File: src/rtl/count_uart_pkg.sv
// count_uart_pkg: FSM states and ASCII constants shared by the count UART transmitter
package count_uart_pkg;
    typedef enum logic [1:0] {IDLE, CONV, SEND, WAIT} state_t;
    localparam logic [7:0] ASCII_ZERO = 8'h30;
    localparam logic [7:0] ASCII_CR = 8'h0D;
    localparam logic [7:0] ASCII_LF = 8'h0A;
    localparam int FRAME_BYTES = 5;
endpackage

File: src/rtl/count_uart_tx_if.sv
// count_uart_tx_if: count-in / UART-out signal bundle
// data_in, load_in: count value and gate pulse toward the block
// tx_out, busy_out, overrun_out: serial line, frame-in-progress, sticky dropped-load flag
interface count_uart_tx_if;
    logic [7:0] data_in;
    logic       load_in;
    logic       tx_out;
    logic       busy_out;
    logic       overrun_out;
    modport master (output data_in, load_in, input tx_out, busy_out, overrun_out);
    modport slave (input data_in, load_in, output tx_out, busy_out, overrun_out);
endinterface

File: src/rtl/uart_tx_byte.sv
// uart_tx_byte: 8N1 serializer for one byte
// clk_in, rst_n_in: clock, async active-low reset; start, data: byte request
// tx: serial line (idle high); busy: frame in progress; done: last cycle of stop bit
module uart_tx_byte #(
    parameter int CLKS_PER_BIT = 5208
) (
    input  logic       clk_in,
    input  logic       rst_n_in,
    input  logic       start,
    input  logic [7:0] data,
    output logic       tx,
    output logic       busy,
    output logic       done
);
    localparam int BW = CLKS_PER_BIT > 1 ? $clog2(CLKS_PER_BIT) : 1;
    localparam logic [BW-1:0] LAST = BW'(CLKS_PER_BIT - 1);
    logic [BW-1:0] baud;
    logic [3:0]    bit_cnt;
    logic [8:0]    shreg;
    logic          bit_end;
    assign bit_end = busy && baud == LAST;
    assign done = bit_end && bit_cnt == 4'd9;
    // shreg holds the not-yet-sent bits (data then stop), shifted out LSB first
    always_ff @(posedge clk_in or negedge rst_n_in) begin
        if (!rst_n_in) begin
            tx <= 1'b1;
            busy <= 1'b0;
            baud <= '0;
            bit_cnt <= '0;
            shreg <= '0;
        end else if (!busy) begin
            if (start) begin
                busy <= 1'b1;
                tx <= 1'b0;
                shreg <= {1'b1, data};
                baud <= '0;
                bit_cnt <= '0;
            end
        end else if (bit_end) begin
            baud <= '0;
            if (done) begin
                busy <= 1'b0;
                tx <= 1'b1;
            end else begin
                bit_cnt <= bit_cnt + 4'd1;
                tx <= shreg[0];
                shreg <= {1'b1, shreg[8:1]};
            end
        end else begin
            baud <= baud + 1'b1;
        end
    end
endmodule

File: src/rtl/count_uart_tx.sv
// count_uart_tx: captures a count on the gate edge and sends it as "DDD\r\n" over 8N1 UART
// clk_in, rst_n_in: clock, async active-low reset; bus: count/gate in, tx/busy/overrun out
module count_uart_tx
    import count_uart_pkg::*;
#(
    parameter int CLK_FREQ = 50000000,
    parameter int BAUD = 9600,
    parameter int CLKS_PER_BIT = CLK_FREQ / BAUD
) (
    input logic clk_in,
    input logic rst_n_in,
    count_uart_tx_if.slave bus
);
    localparam logic [2:0] LAST_IDX = 3'(FRAME_BYTES - 1);
    state_t     state, next;
    logic       load_q, load_rise, overrun, start, ser_busy, done;
    logic [7:0] value_q, tx_byte;
    logic [1:0] hund;
    logic [3:0] tens;
    logic [2:0] idx;
    assign load_rise = bus.load_in && !load_q;
    assign bus.busy_out = state != IDLE;
    assign bus.overrun_out = overrun;
    // after conversion value_q holds only the ones remainder
    assign tx_byte = idx == 3'd0 ? ASCII_ZERO + {6'd0, hund} :
                     idx == 3'd1 ? ASCII_ZERO + {4'd0, tens} :
                     idx == 3'd2 ? ASCII_ZERO + {4'd0, value_q[3:0]} :
                     idx == 3'd3 ? ASCII_CR : ASCII_LF;
    always_comb begin
        next = state;
        start = 1'b0;
        case (state)
            IDLE: next = load_rise ? CONV : IDLE;
            CONV: next = value_q < 8'd10 ? SEND : CONV;
            SEND: begin
                start = !ser_busy;
                next = ser_busy ? SEND : WAIT;
            end
            WAIT: next = !done ? WAIT : idx == LAST_IDX ? IDLE : SEND;
            default: next = IDLE;
        endcase
    end
    always_ff @(posedge clk_in or negedge rst_n_in) begin
        if (!rst_n_in) state <= IDLE;
        else state <= next;
    end
    always_ff @(posedge clk_in or negedge rst_n_in) begin
        if (!rst_n_in) begin
            load_q <= 1'b0;
            overrun <= 1'b0;
            value_q <= '0;
            hund <= '0;
            tens <= '0;
            idx <= '0;
        end else begin
            load_q <= bus.load_in;
            if (load_rise && state != IDLE) overrun <= 1'b1;
            case (state)
                IDLE: if (load_rise) begin
                    // the counter holds the count only during the gate cycle
                    value_q <= bus.data_in;
                    hund <= '0;
                    tens <= '0;
                    idx <= '0;
                end
                CONV: if (value_q >= 8'd100) begin
                    value_q <= value_q - 8'd100;
                    hund <= hund + 2'd1;
                end else if (value_q >= 8'd10) begin
                    value_q <= value_q - 8'd10;
                    tens <= tens + 4'd1;
                end
                WAIT: if (done) idx <= idx + 3'd1;
                default: ;
            endcase
        end
    end
    uart_tx_byte #(.CLKS_PER_BIT(CLKS_PER_BIT)) u_ser (
        .clk_in(clk_in),
        .rst_n_in(rst_n_in),
        .start(start),
        .data(tx_byte),
        .tx(bus.tx_out),
        .busy(ser_busy),
        .done(done)
    );
endmodule

File: src/flat_wrapper.sv
// flat-port wrapper written by rule: the top's interface ports become plain ports
module count_uart_tx_flat import count_uart_pkg::*;
#(
    parameter int CLK_FREQ = 50000000,
    parameter int BAUD = 9600,
    parameter int CLKS_PER_BIT = CLK_FREQ / BAUD
)
  (clk_in, rst_n_in, bus_data_in, bus_load_in, bus_tx_out, bus_busy_out, bus_overrun_out);
  count_uart_tx_if bus_i ();
  input logic clk_in;
  input logic rst_n_in;
  input wire logic [$bits(bus_i.data_in)-1:0] bus_data_in;
  input wire logic [$bits(bus_i.load_in)-1:0] bus_load_in;
  output wire logic [$bits(bus_i.tx_out)-1:0] bus_tx_out;
  output wire logic [$bits(bus_i.busy_out)-1:0] bus_busy_out;
  output wire logic [$bits(bus_i.overrun_out)-1:0] bus_overrun_out;
  assign bus_i.data_in = bus_data_in;
  assign bus_i.load_in = bus_load_in;
  assign bus_tx_out = bus_i.tx_out;
  assign bus_busy_out = bus_i.busy_out;
  assign bus_overrun_out = bus_i.overrun_out;
  count_uart_tx #(.CLK_FREQ(CLK_FREQ), .BAUD(BAUD), .CLKS_PER_BIT(CLKS_PER_BIT)) u_core (.clk_in(clk_in), .rst_n_in(rst_n_in), .bus(bus_i));
endmodule
File: config.mk
export PLATFORM = sky130hd
export DESIGN_NAME = count_uart_tx_flat
export DESIGN_NICKNAME = d
export VERILOG_FILES = /design/src/rtl/count_uart_pkg.sv /design/src/rtl/count_uart_tx_if.sv /design/src/rtl/uart_tx_byte.sv /design/src/rtl/count_uart_tx.sv /design/src/flat_wrapper.sv
export SDC_FILE = /design/constraint.sdc
export NUM_CORES = 1
export LEC_CHECK = 0
export CAP_MARGIN = 20
export CORE_UTILIZATION = 50
export DETAILED_ROUTE_END_ITERATION = 16
export PLACE_DENSITY = 0.68
export SLEW_MARGIN = 20
export SYNTH_ARGS = -nofsm -noshare
export SYNTH_HDL_FRONTEND = slang
export SYNTH_SLANG_ARGS = --single-unit
File: constraint.sdc
create_clock -name clk_in -period 6.8 [get_ports clk_in]
set_clock_uncertainty 0.15 [all_clocks]
set_input_delay 1.02 -clock clk_in [delete_from_list [all_inputs] [get_ports clk_in]]
set_output_delay 1.02 -clock clk_in [all_outputs]
set_load 0.05 [all_outputs]
Word-level counts from Yosys, hierarchy flattened

Index checks and enable logic that the tools add are counted.
W data, S select, Z words.

Output and inout bits: 3
Input port bits: 11
RAM bits: 0
Flip-flop bits (word level): 49
ROM bits: 0
Bits in latches: 0
Memories kept: 0
Logic and storage cells: 104

$add $sub $neg: 10
Multiply operators: 0
Reduce and logical (&&, ||, !) cells: 18
Multiplexer cells: 44
Equal/unequal tests: 17
Order comparisons: 3
Div/mod/pow operators: 0
Shift operators: 0
Bitwise operators: 0

Operators by type and width:

| operator                | count |
|---|---|
| $mux W8                 | 6 |
| $mux W13                | 3 |
| $mux W9                 | 4 |
| $mux W4                 | 7 |
| $pmux W8 S2             | 1 |
| $add A6 B4 Y7 const A   | 2 |
| $add A13 B1 Y13 const B | 1 |
| $eq A13 B13 Y1 const B  | 1 |
| $reduce_and A3 Y1       | 4 |
| $mux W1                 | 11 |
| $mux W2                 | 5 |
| $ne A2 B1 Y1 const B    | 5 |
| $mux W3                 | 3 |
| $add A4 B1 Y4 const B   | 2 |
| $ge A8 B4 Y1 const B    | 1 |
| $ge A8 B7 Y1 const B    | 1 |
| $lt A8 B4 Y1 const B    | 1 |
| $pmux W2 S4             | 1 |
| $pmux W4 S2             | 1 |
| $reduce_bool A2 Y1      | 4 |
| $sub A8 B4 Y8 const B   | 1 |
| $sub A8 B7 Y8 const B   | 1 |
| $add A6 B2 Y7 const A   | 1 |
| $eq A3 B2 Y1 const B    | 2 |
| other kinds (17)        | 23 |

Logic depth before layout (Yosys ltp)

Gate-level depths: netlist of the first run.

Depth after elaboration: 7
Depth in mapped cells: 8
Mapped depth without buffers: 7

Modules after synthesis

Synthesis of the first run repeated with hierarchy kept, for this count alone.

Cell total of the unflattened synthesis: 329
Area, all modules: 3022.9 sq um

Modules (own cells, without submodules):

| module        | cells an instance | area an instance (sq um) | sequential area each (sq um) | times used |
|---|---|---|---|---|
| count_uart_tx | 184               | 1574.0                   | 525.5                        | 1 |
| uart_tx_byte  | 145               | 1448.9                   | 701.9                        | 1 |

Worst setup path before layout of the first run

No wires, ideal clock.

Path kind: register to register
Start: register u_core.value_q[2]
End: register u_core.tens[2]
Period minus slack after synthesis: 2554 ps
Setup slack: 4246 ps
Data required time: 6585 ps
Arrival time: 2338 ps
Library setup time: 65 ps
Buffers on the path: 1
Cell stages (with the launch flop): 9
Path through: dfrtp_1 > inv_1 > ha_1 > a2111o_1 > or4_1 > and2_0 > clkbuf_1 > a31oi_1 > o22a_1

Cells in the longest elaborated chain, start to end: 3
Elaborated cells on any way between the ends: 5
Classes of those cells: order compare: 2; eq/ne: 2; reduce/logical: 1

Ends and longest elaborated chain:

| what                                                                 | line                                     | RTL |
|---|---|---|
| start: declaration                                                   | count_uart_tx.sv:17                      | `logic [7:0] value_q, tx_byte;` |
| start signal: assignment                                             | count_uart_tx.sv:61                      | `value_q <= bus.data_in;` |
| start signal: assignment                                             | count_uart_tx.sv:67                      | `value_q <= value_q - 8'd100;` |
| start signal: assignment                                             | count_uart_tx.sv:70                      | `value_q <= value_q - 8'd10;` |
| $ge A8 B7 Y1 / $ge A8 B4 Y1 (equally long branches)                  | count_uart_tx.sv:66, count_uart_tx.sv:69 |  |
| $ne A2 B2 Y1 (no source line) / $ne A2 B1 Y1 (equally long branches) | n/a                                      |  |
| $reduce_and A4 Y1 (no source line) (*)                               | n/a                                      |  |
| end signal: assignment                                               | count_uart_tx.sv:71                      | `tens <= tens + 4'd1;` |
| end: declaration                                                     | count_uart_tx.sv:19                      | `logic [3:0] tens;` |

Every way passes the cells marked *; elsewhere a longest branch is shown, timed or not.
A chain may end at the register's enable or synchronous reset.

Worst setup path after layout of the first run

Start: register u_core.state[0]
End: output port bus_busy_out

Cells in the longest elaborated chain, start to end: 1

Ends and longest elaborated chain:

| what                     | line                | RTL |
|---|---|---|
| start: declaration       | count_uart_tx.sv:15 | `state_t state, next;` |
| start signal: assignment | count_uart_tx.sv:45 | `else state <= next;` |
| $reduce_bool A2 Y1       | count_uart_tx.sv:22 | `assign bus.busy_out = state != IDLE;` |
| end: declaration         | flat_wrapper.sv:15  | `output wire logic [$bits(bus_i.busy_out)-1:0] bus_busy_out;` |

Every way passes these cells.

==> flow_metrics.py, run 1 <==
metrics = {
    "floorplanning": {
        "die_h_microns": 80.72,
        "fp.dieW_microns": 80.72,
        "die-area_sq_um": 6515,
        "core_sq_um": 5956,
        "io_pins": 14,
        "initial_core_util_pct": 52.02,
        "rows": 28,
    },
    "setup_path": {
        "cp.arrival_ps": 2030,
        "worstSetupPathType": "reg2out",
        "cp_max_fo": 5,
        "crit_top_cell": "inv_1",
        "crit_required_ps": 5630,
        "endpoint_kind": "output pin",
        "cpMaxStageDelayCell": "clkdlybuf4s50_1",
        "path_cells": "inv_1 -> ha_1 -> inv_1 -> clkdlybuf4s50_1",
        "critPathLaunchType": "register",
        "worst_path_largest_cell_delay_ps": 820,
    },
    "grt": {
        "grt_start_max_net_pins": 50,
        "grt.overflow.total": 0,
        "grt_pass1_vias": 2544,
        "antenna_found_initial": 0,
        "track_usage_pct": 22.82,
        "grt_pass1_wl_mm": 11.59,
    },
    "routing": {
        "drt-initial-drc-count": 138,
        "firstDrtPassIters": 4,
        "maxUsedRoutingLayer": "met4",
        "avgRoutedWirePerCell_microns": 16.20,
        "routed_via_density": 6.087,
        "wl_met1_mm": 3.017,
        "wl_met2_mm": 3.626,
        "drc_errors": 0,
        "vias": 2599,
        "antenna_left": 0,
        "wirelength_mm": 6.917,
        "wl_met3_microns": 143,
    },
    "place": {
        "place_congestion": 0.8916,
        "hpwl_mm": 5.054,
        "portBuffers": 13,
        "place_inst": 419,
    },
    "pwr": {
        "p_switching_mw": 0.5408,
        "p_comb_share_pct": 45.8,
        "p_per_area_nw_per_um2": 356.2,
        "vdd_ir_drop_max_mv": 0.1991,
        "internal_power_mw": 0.6532,
        "switching_share_pct": 45.29,
        "pwr-share-seq_pct": 39.7,
        "leakage_nw": 1.408,
        "power_frac_clock_pct": 14.5,
    },
    "sta": {
        "finalSetupViolCount": 0,
        "final.setup.tns_ps": 0,
        "fin_crit_ps": 3200,
        "post-route-period-util_pct": 47.05,
        "rsz0062_at_grt": "false",
        "max_slew_margin_pct": 40.10,
        "worst_pin_slew_ps": 895.2,
        "slew_viol_final": 0,
        "fmaxAchievable_mhz": 312.5,
        "final_hold_viol_count": 0,
    },
    "clock_tree": {
        "cts-resized-gates": 0,
        "post_cts_buffers": 0,
        "insertion_delay_ps": 300,
        "numCtsBuffers": 5,
        "path_clk_slew_ps": 90,
        "clockBufferDepth": 2,
        "cts.sinks": 49,
        "ctsHoldBuffers": 0,
        "cts_root_buffer": "clkbuf_8",
        "ctsHtreeMaxLevel": 2,
        "cts_tree": "done",
    },
    "logic_synthesis": {
        "synth_most_common_cell": "dfrtp_1",
        "yosysWarningCount": 0,
        "synth.largest_area_cell": "dfrtp_1",
        "synth_edf_count": 0,
        "avgSynthCellArea_sq_um": 8.954,
        "ys.flop_type": "dfrtp_1",
        "synth_top_area_share_pct": 38.77,
        "syn_inst": 346,
        "synth_area_leaders": "dfrtp_1, ha_1, o21ai_0",
        "ys_seq_area_share_pct": 39.62,
        "synth_cell_type_count": 59,
        "syn_area_sq_um": 3098,
        "syn-num-nets": 376,
        "synthArstFlopShare_pct": 100.0,
        "netlist_top_cells_count": "dfrtp_1, o21ai_0, nor2_1, inv_1, nand2_1",
        "ys_seq_elements": 49,
    },
    "finish": {
        "insertedDiodeCount": 0,
        "fin_cells": 427,
        "drive_gt1_share_pct": 5.114,
        "area_delta_synth_final_pct": 8.199,
        "fin_nets": 381,
    },
    "run_status": {
        "status": "complete, no violations",
    },
    "min_path": {
        "hold_class": "reg2reg",
    },
    "run": {
        "drv_cap": 0,
    },
}
cells by family (layout without fill, tap and decap cells):
family	count (synthesis)	after routing	share of synthesized area, %
compound gates	110	110	23.83
xor+xnor	4	4	1.131
fa+ha+maj	19	19	7.674
buf+inv	40	46	4.967
flops	49	49	39.62
mux	6	6	2.019
simple gates	118	118	20.76
flip-flops by register name (all words and copies together), names as in the netlist:
register                flops
u_core.bus.overrun_out      1
u_core.hund                 2
u_core.idx                  3
u_core.load_q               1
u_core.state                2
u_core.tens                 4
u_core.u_ser.baud          13
u_core.u_ser.bit_cnt        4
u_core.u_ser.busy           1
u_core.u_ser.shreg          9
u_core.u_ser.tx             1
u_core.value_q              8
layout by cell type, fill, tap and decap left out, types with 4 or more instances in the layout:
cell             Yosys  final
o22a_1               4      4
a21oi_1             19     19
o21ai_0             31     31
dfrtp_1             48     48
nor3b_1              4      4
a31oi_1             11     11
a21o_1               4      4
nor3_1               9      9
nor2b_1              7      7
nand2b_1             7      7
ha_1                19     19
inv_1               23     23
and3_1               7      7
or4_1                4      4
xnor2_1              4      4
nand3_1             15     15
nand2_1             23     23
mux2i_1              4      4
clkdlybuf4s50_1      0     12
o31ai_1              7      7
clkbuf_8             0      5
nor2_1              24     24
final cells by class:
cell class,instances,area (sq um)
Fill cell,556,2604
Multi-Input combinational cell,257,1717
Sequential cell,49,1227
Timing Repair Buffer,15,140.1
Tap cell,75,93.84
Inverter,23,86.33
Clock buffer,6,72.57
Clock inverter,2,15.01
per-layer routing:
metal / up-vias / track usage (%)
li1: 1277 / -
met1: 1271 / 26.32
met2: 39 / 42.46
met3: 12 / 3.750
met4: 0 / 7.500
met5: - / 0
metrics by stage:
step	total power [mW]	utilization [%]	hold WS, ps	cell area [sq um]	worst slack [ps]
finish	1.194	56.28	311.1	3352	3600
global route	1.293	56.28	326.0	3352	3519
CTS	1.199	56.28	318.0	3352	3603
detailed placement	1.026	54.81	297.7	3264	3851
global placement	1.010	54.81	284.3	3264	3909
floorplan	0.8765	-	271.7	3098	4246
worst paths after layout:
| kind | startpoint | end | slack, ps | depth (start not counted) |
|---|---|---|---|---|
| worst max-delay path | u_core.state[0]$_DFF_PN0_ | bus_busy_out | 3600 | 4 |
| worst min-delay path | u_core.bus.overrun_out$_DFFE_PN0P_ | u_core.bus.overrun_out$_DFFE_PN0P_ | 310 | 1 |
| worst max register to register | u_core.value_q[2]$_DFFE_PN0P_ | u_core.tens[2]$_DFFE_PN0P_ | 3970 | 7 |
| worst min register to register | u_core.bus.overrun_out$_DFFE_PN0P_ | u_core.bus.overrun_out$_DFFE_PN0P_ | 310 | 1 |
| max in group asynchronous | rst_n_in | u_core.state[0]$_DFF_PN0_ | 5410 | 2 |
| min in group asynchronous | rst_n_in | u_core.u_ser.baud[11]$_DFFE_PN0P_ | 660 | 2 |
power by group through the flow:
| stage | Clock [mW] | Combinational, mW | Sequential (mW) |
|---|---|---|---|
| final | 0.173 | 0.547 | 0.474 |
| after floorplan | 0 | 0.457 | 0.419 |
| after global placement | 0 | 0.533 | 0.477 |
| after CTS | 0.178 | 0.546 | 0.474 |
| after global routing | 0.190 | 0.611 | 0.492 |
| after detailed placement | 0 | 0.544 | 0.482 |
worst max-delay path, delay by kind of cell (launching register included):
kind | cells | cell delay (ps)
adder cells (fa/ha/maj) | 1 | 280
buffers and inverters | 3 | 1070
flip-flops | 1 | 390
Note: power is estimated with default switching activity, not from simulation.
==> inputs of run 2 (changes only) <==
==> constraint.sdc (replaced) <==
create_clock -name clk_in -period 3.3 [get_ports clk_in]
set_clock_uncertainty 0.15 [all_clocks]
set_input_delay 0.495 -clock clk_in [delete_from_list [all_inputs] [get_ports clk_in]]
set_output_delay 0.495 -clock clk_in [all_outputs]
set_load 0.05 [all_outputs]
==> run 2 against run 1 <==
  * Global-route usage grew 0.27 points
  * Clock power rose to 2.6 times the previous value
  * The run now ends with hold timing left
  * Largest cell class unchanged
  * Die area stayed put
  * Power is 110% higher
  * Setup slack worse by 3100 ps
  * Cell count is 0.23% higher
  * Utilization rose by 0.61 points
  * Sequential power up 110%
  * Register-to-register slack lost 3500 ps
  * Critical endpoint is now u_core.tens[2]$_DFFE_PN0P_
  * Combinational power grew 110%
  * Worst hold slack worse by 310 ps
==> flow_metrics.py, run 2 (synthesis gave the netlist of run 1 again) <==
metrics = {
    "sta": {
        "worst_pin_slew_ps": 931.1,
        "hold_slack_ps": -3.729,
        "post-route-period-util_pct": 84.50,
        "fmaxAchievable_mhz": 358.6,
        "slew_viol_final": 0,
        "fin_ws_ps": 511.6,
        "max_slew_margin_pct": 37.70,
        "finalSetupViolCount": 0,
        "final.setup.tns_ps": 0,
        "rsz0062_at_grt": "false",
        "final_hold_viol_count": 7,
        "fin_crit_ps": 2788,
    },
    "clock_tree": {
        "post_cts_buffers": 0,
        "insertion_delay_ps": 310,
        "cts_tree": "done",
        "cts.sinks": 49,
        "ctsHtreeMaxLevel": 2,
        "cts-resized-gates": 0,
        "ctsHoldBuffers": 0,
        "path_clk_slew_ps": 100,
        "cts_root_buffer": "clkbuf_8",
        "clockBufferDepth": 2,
        "numCtsBuffers": 5,
    },
    "finish": {
        "fin_nets": 382,
        "largest_reg_flops": 13,
        "area_delta_synth_final_pct": 9.370,
        "top_register": "u_core.u_ser.baud",
        "insertedDiodeCount": 0,
        "biggestRegsByFlops": "u_core.u_ser.baud (13), u_core.u_ser.shreg (9), u_core.value_q (8)",
        "layout_common_cells": "dfrtp_1, o21ai_0, nor2_1",
        "drive_gt1_share_pct": 5.382,
        "final_common_cell": "dfrtp_1",
    },
    "routing": {
        "drt-initial-drc-count": 136,
        "vias": 2584,
        "firstDrtPassIters": 4,
        "wirelength_mm": 6.911,
        "drc_errors": 0,
        "antenna_left": 0,
        "avgRoutedWirePerCell_microns": 16.15,
        "routed_via_density": 6.037,
    },
    "floorplanning": {
        "io_pins": 14,
        "die-area_sq_um": 6515,
        "core_sq_um": 5956,
        "die_h_microns": 80.72,
        "rows": 28,
        "fp.dieW_microns": 80.72,
        "initial_core_util_pct": 52.02,
    },
    "setup_path": {
        "reg2reg_from": "u_core.value_q[2]$_DFFE_PN0P_",
        "critical_path.startpoint": "u_core.value_q[2]$_DFFE_PN0P_",
        "worst_path_largest_cell_delay_ps": 560,
        "r2r_end": "u_core.tens[2]$_DFFE_PN0P_",
        "cp.arrival_ps": 2890,
        "rrSetupSlack_ps": 510,
        "endpoint_kind": "register",
        "path_cells": "inv_1 -> ha_1 -> a2111o_1 -> or4_1 -> and2_0 -> a31oi_1 -> o22a_1",
        "reg2reg_depth": 7,
        "critPathLaunchType": "register",
        "cpMaxStageDelayCell": "or4_1",
        "cp_max_fo": 8,
        "crit_required_ps": 3410,
        "worstSetupPathType": "reg2reg",
    },
    "pwr": {
        "p_comb_share_pct": 44.2,
        "leakage_nw": 1.433,
        "vdd_ir_drop_max_mv": 0.3813,
        "p_switching_mw": 1.113,
        "power_frac_clock_pct": 17.7,
        "internal_power_mw": 1.452,
        "switching_share_pct": 43.40,
        "p_per_area_nw_per_um2": 757.0,
        "pwr-share-seq_pct": 38.1,
    },
    "min_path": {
        "hold_class": "in2async",
    },
    "grt": {
        "grt.overflow.total": 0,
        "track_usage_pct": 23.09,
        "grt_pass1_vias": 2455,
        "grt_pass1_wl_mm": 11.73,
        "grt_start_max_net_pins": 29,
        "antenna_found_initial": 0,
    },
    "place": {
        "portBuffers": 13,
        "hpwl_mm": 5.048,
        "preCtsSetupSlack_ps": 569.9,
        "place_congestion": 0.8510,
    },
    "run_status": {
        "status": "finished, violations left",
        "violations": "hold timing",
    },
    "run": {
        "drv_cap": 0,
    },
}
## run 2: cell count changes in the layout (fill, tap and decap cells not counted)
cell and change:
clkbuf_8 +1, bufinv_16 +1, clkinvlp_4 -2, buf_4 +1
## run 2: cell type report
| type | count | area (sq um) |
|---|---|---|
| timing repair buffer | 16 | 147.6 |
| clock inverter | 1 | 30.03 |
| multi-input combinational | 257 | 1717 |
| fill | 566 | 2567 |
| inverter | 23 | 86.33 |
| clock buffer | 7 | 86.33 |
| sequential | 49 | 1227 |
| tap | 75 | 93.84 |
## run 2: how the worst max path moves through the flow
stage	slack, ps	endpoint	cells past startpoint
after floorplan	750	u_core.tens[2]$_DFFE_PN0P_	8
after global placement	640	u_core.tens[2]$_DFFE_PN0P_	7
after detailed placement	570	u_core.tens[2]$_DFFE_PN0P_	7
after CTS	540	u_core.tens[2]$_DFFE_PN0P_	7
after global routing	330	u_core.tens[2]$_DFFE_PN0P_	7
final	510	u_core.tens[2]$_DFFE_PN0P_	7
## run 2: per-stage QoR
stage,util [%],std cells,power (mW),instance area (sq um)
2_1_floorplan,-,346,1.806,3098
3_3_place_gp,54.94,420,2.087,3272
3_5_place_dp,54.94,420,2.113,3272
4_1_cts,56.89,428,2.566,3388
5_1_grt,56.89,428,2.754,3388
6_report,56.89,428,2.565,3388
## run 2: power by group through the flow
stage	Combinational [mW]	Sequential (mW)	Clock, mW
global placement	1.11	0.976	0
floorplan	0.942	0.864	0
finish	1.13	0.977	0.455
CTS	1.14	0.971	0.458
global route	1.26	1.01	0.486
detailed placement	1.13	0.982	0
## run 2: routing by layer
layer	routed length (microns)	global-route usage, %	up-vias	share of wire [%]
met5	0	0	-	0
met4	74	6.607	0	1.1
met3	198	3.636	9	2.9
met2	3536	40.34	46	51
met1	3102	29.30	1240	45
li1	-	-	1289	-
## run 2: critical path: cells and delay by family, from the launching register on
family                     cells  cell delay [ps]
adders and majority gates      1              240
buffers and inverters          1              150
AOI/OAI and AO/OA              3              870
and+or+nand+nor                2              850
DFF                            1              480
==> inputs of run 3 (changes only) <==
--- a/config.mk
+++ b/config.mk
@@ -8,7 +8,7 @@
 export CAP_MARGIN = 20
 export CORE_UTILIZATION = 50
 export DETAILED_ROUTE_END_ITERATION = 16
-export PLACE_DENSITY = 0.68
+export PLACE_DENSITY = 0.71
 export SLEW_MARGIN = 20
 export SYNTH_ARGS = -nofsm -noshare
 export SYNTH_HDL_FRONTEND = slang
==> constraint.sdc (replaced) <==
create_clock -name clk_in -period 2.4 [get_ports clk_in]
set_clock_uncertainty 0.15 [all_clocks]
set_input_delay 0.36 -clock clk_in [delete_from_list [all_inputs] [get_ports clk_in]]
set_output_delay 0.36 -clock clk_in [all_outputs]
set_load 0.05 [all_outputs]
==> run 3 against run 2 <==
  * The run now ends clean
  * Worst hold slack improved by 320 ps
  * Global-route usage rose by 0.45 points
  * Via count rose by 5.3%
  * Clock power rose by 39%
  * First-iteration DRC count rose by 11%
  * Largest power group unchanged
==> flow_metrics.py, run 3 (synthesis gave the netlist of run 1 again) <==
metrics = {
    "run_status": {
        "status": "complete, no violations",
    },
    "setup_path": {
        "worstSetupPathType": "reg2reg",
        "rrSetupSlack_ps": 40,
        "r2r_end": "u_core.u_ser.tx$_DFFE_PN1P_",
        "crit_end": "u_core.u_ser.tx$_DFFE_PN1P_",
        "cp_max_fo": 5,
        "reg2reg_from": "u_core.u_ser.baud[8]$_DFFE_PN0P_",
        "critPathLaunchType": "register",
        "crit_cells": 4,
        "crit_required_ps": 2500,
        "critical_path.startpoint": "u_core.u_ser.baud[8]$_DFFE_PN0P_",
        "cp.arrival_ps": 2450,
        "cpMaxStageDelayCell": "or4b_4",
        "cp_top_family": "simple AND/OR/NAND/NOR gates",
        "path_buf_inv": 0,
        "reg2reg_depth": 4,
        "worst_path_largest_cell_delay_ps": 560,
        "endpoint_kind": "register",
        "path_cells": "or4b_4 -> or3_1 -> or3b_1 -> a32o_1",
    },
    "floorplanning": {
        "fp.dieW_microns": 80.72,
        "die_h_microns": 80.72,
        "rows": 28,
        "core_sq_um": 5956,
        "die-area_sq_um": 6515,
        "io_pins": 14,
        "initial_core_util_pct": 52.02,
    },
    "sta": {
        "rsz0062_at_grt": "true",
        "fin_crit_ps": 2356,
        "post-route-period-util_pct": 98.15,
        "hold_slack_ps": 312.0,
        "fin_ws_ps": 44.45,
        "fmaxAchievable_mhz": 424.5,
        "finalSetupViolCount": 0,
        "worst_pin_slew_ps": 497.2,
        "max_slew_margin_pct": 66.75,
        "slew_viol_final": 0,
        "final.setup.tns_ps": 0,
        "final_hold_viol_count": 0,
    },
    "pwr": {
        "p_per_area_nw_per_um2": 1062,
        "vdd_ir_drop_max_mv": 0.6094,
        "leakage_nw": 1.565,
        "power_mw": 3.872,
    },
    "place": {
        "place_inst": 442,
        "preCtsSetupSlack_ps": 37.01,
        "portBuffers": 13,
        "place_area_sq_um": 3467,
        "hpwl_mm": 5.351,
        "place_congestion": 0.9419,
    },
    "routing": {
        "routed_via_density": 6.022,
        "drt-initial-drc-count": 151,
        "avgRoutedWirePerCell_microns": 15.83,
        "antenna_left": 0,
        "vias": 2722,
        "firstDrtPassIters": 5,
        "wirelength_mm": 7.156,
        "drc_errors": 0,
    },
    "clock_tree": {
        "ctsHtreeMaxLevel": 2,
        "numCtsBuffers": 5,
        "insertion_delay_ps": 310,
        "clockBufferDepth": 2,
        "path_clk_slew_ps": 100,
        "cts.sinks": 49,
        "cts_tree": "done",
        "cts_root_buffer": "clkbuf_8",
    },
    "grt": {
        "grt_pass1_wl_mm": 11.86,
        "antenna_found_initial": 0,
        "grt_start_max_net_pins": 30,
        "grt_pass1_vias": 2601,
        "grt.overflow.total": 0,
        "track_usage_pct": 23.54,
    },
    "finish": {
        "area_delta_synth_final_pct": 17.73,
        "fin_area_sq_um": 3647,
        "drive_gt1_share_pct": 14.32,
        "largest_reg_flops": 13,
        "biggestRegsByFlops": "u_core.u_ser.baud (13), u_core.u_ser.shreg (9), u_core.value_q (8)",
        "layout_common_cells": "dfrtp_1, o21ai_0, buf_4",
        "fin_cells": 452,
        "final_util_pct": 61.24,
        "final_common_cell": "dfrtp_1",
        "top_register": "u_core.u_ser.baud",
        "fin_nets": 406,
        "insertedDiodeCount": 0,
    },
    "min_path": {
        "hold_class": "reg2reg",
    },
    "run": {
        "drv_cap": 0,
    },
}
## run 3: worst min-delay path by stage
| stage | startpoint | end | slack, ps | cells past startpoint |
|---|---|---|---|---|
| 2_1_floorplan | rst_n_in | u_core.bus.overrun_out$_DFFE_PN0P_ | -90 | 0 |
| 3_3_place_gp | rst_n_in | u_core.u_ser.baud[7]$_DFFE_PN0P_ | 210 | 1 |
| 3_5_place_dp | rst_n_in | u_core.u_ser.baud[7]$_DFFE_PN0P_ | 210 | 1 |
| 4_1_cts | u_core.bus.overrun_out$_DFFE_PN0P_ | u_core.bus.overrun_out$_DFFE_PN0P_ | 310 | 1 |
| 5_1_grt | u_core.bus.overrun_out$_DFFE_PN0P_ | u_core.bus.overrun_out$_DFFE_PN0P_ | 320 | 1 |
| 6_report | u_core.bus.overrun_out$_DFFE_PN0P_ | u_core.bus.overrun_out$_DFFE_PN0P_ | 310 | 1 |
## run 3: repair_timing
item / 4_1_cts / 5_1_grt
hold endpoints to repair: 20 / 0
buffers inserted: 0 / 1
setup endpoints to repair: 0 / 16
hold buffers: 1 / 0
gates resized for setup: 0 / 11
## run 3: cell type report
| class | instances | area (sq um) |
|---|---|---|
| Fill cell | 520 | 2308 |
| Multi-Input combinational cell | 257 | 1778 |
| Sequential cell | 49 | 1229 |
| Timing Repair Buffer | 40 | 340.3 |
| Tap cell | 75 | 93.84 |
| Clock inverter | 2 | 37.54 |
| Clock buffer | 6 | 82.58 |
| Inverter | 23 | 86.33 |
## run 3: metal layers
metal / GRT usage [%] / routed length (microns) / vias up
met5: 0 / 0 / -
met4: 10.36 / 138 / 0
met3: 4.318 / 265 / 14
met2: 40.51 / 3563 / 74
met1: 28.56 / 3189 / 1306
li1: - / - / 1328
## run 3: worst register-to-register path: stages, from the launching register on
cell	delay (ps)
dfrtp_1	430
or4b_4	560
or3_1	500
or3b_1	390
a32o_1	260
## run 3: power by group
part	internal (mW)	leakage, nW	switching [mW]
clock network	0.339	0.0574	0.294
registers	1.03	0.633	0.234
logic	0.849	0.874	1.12
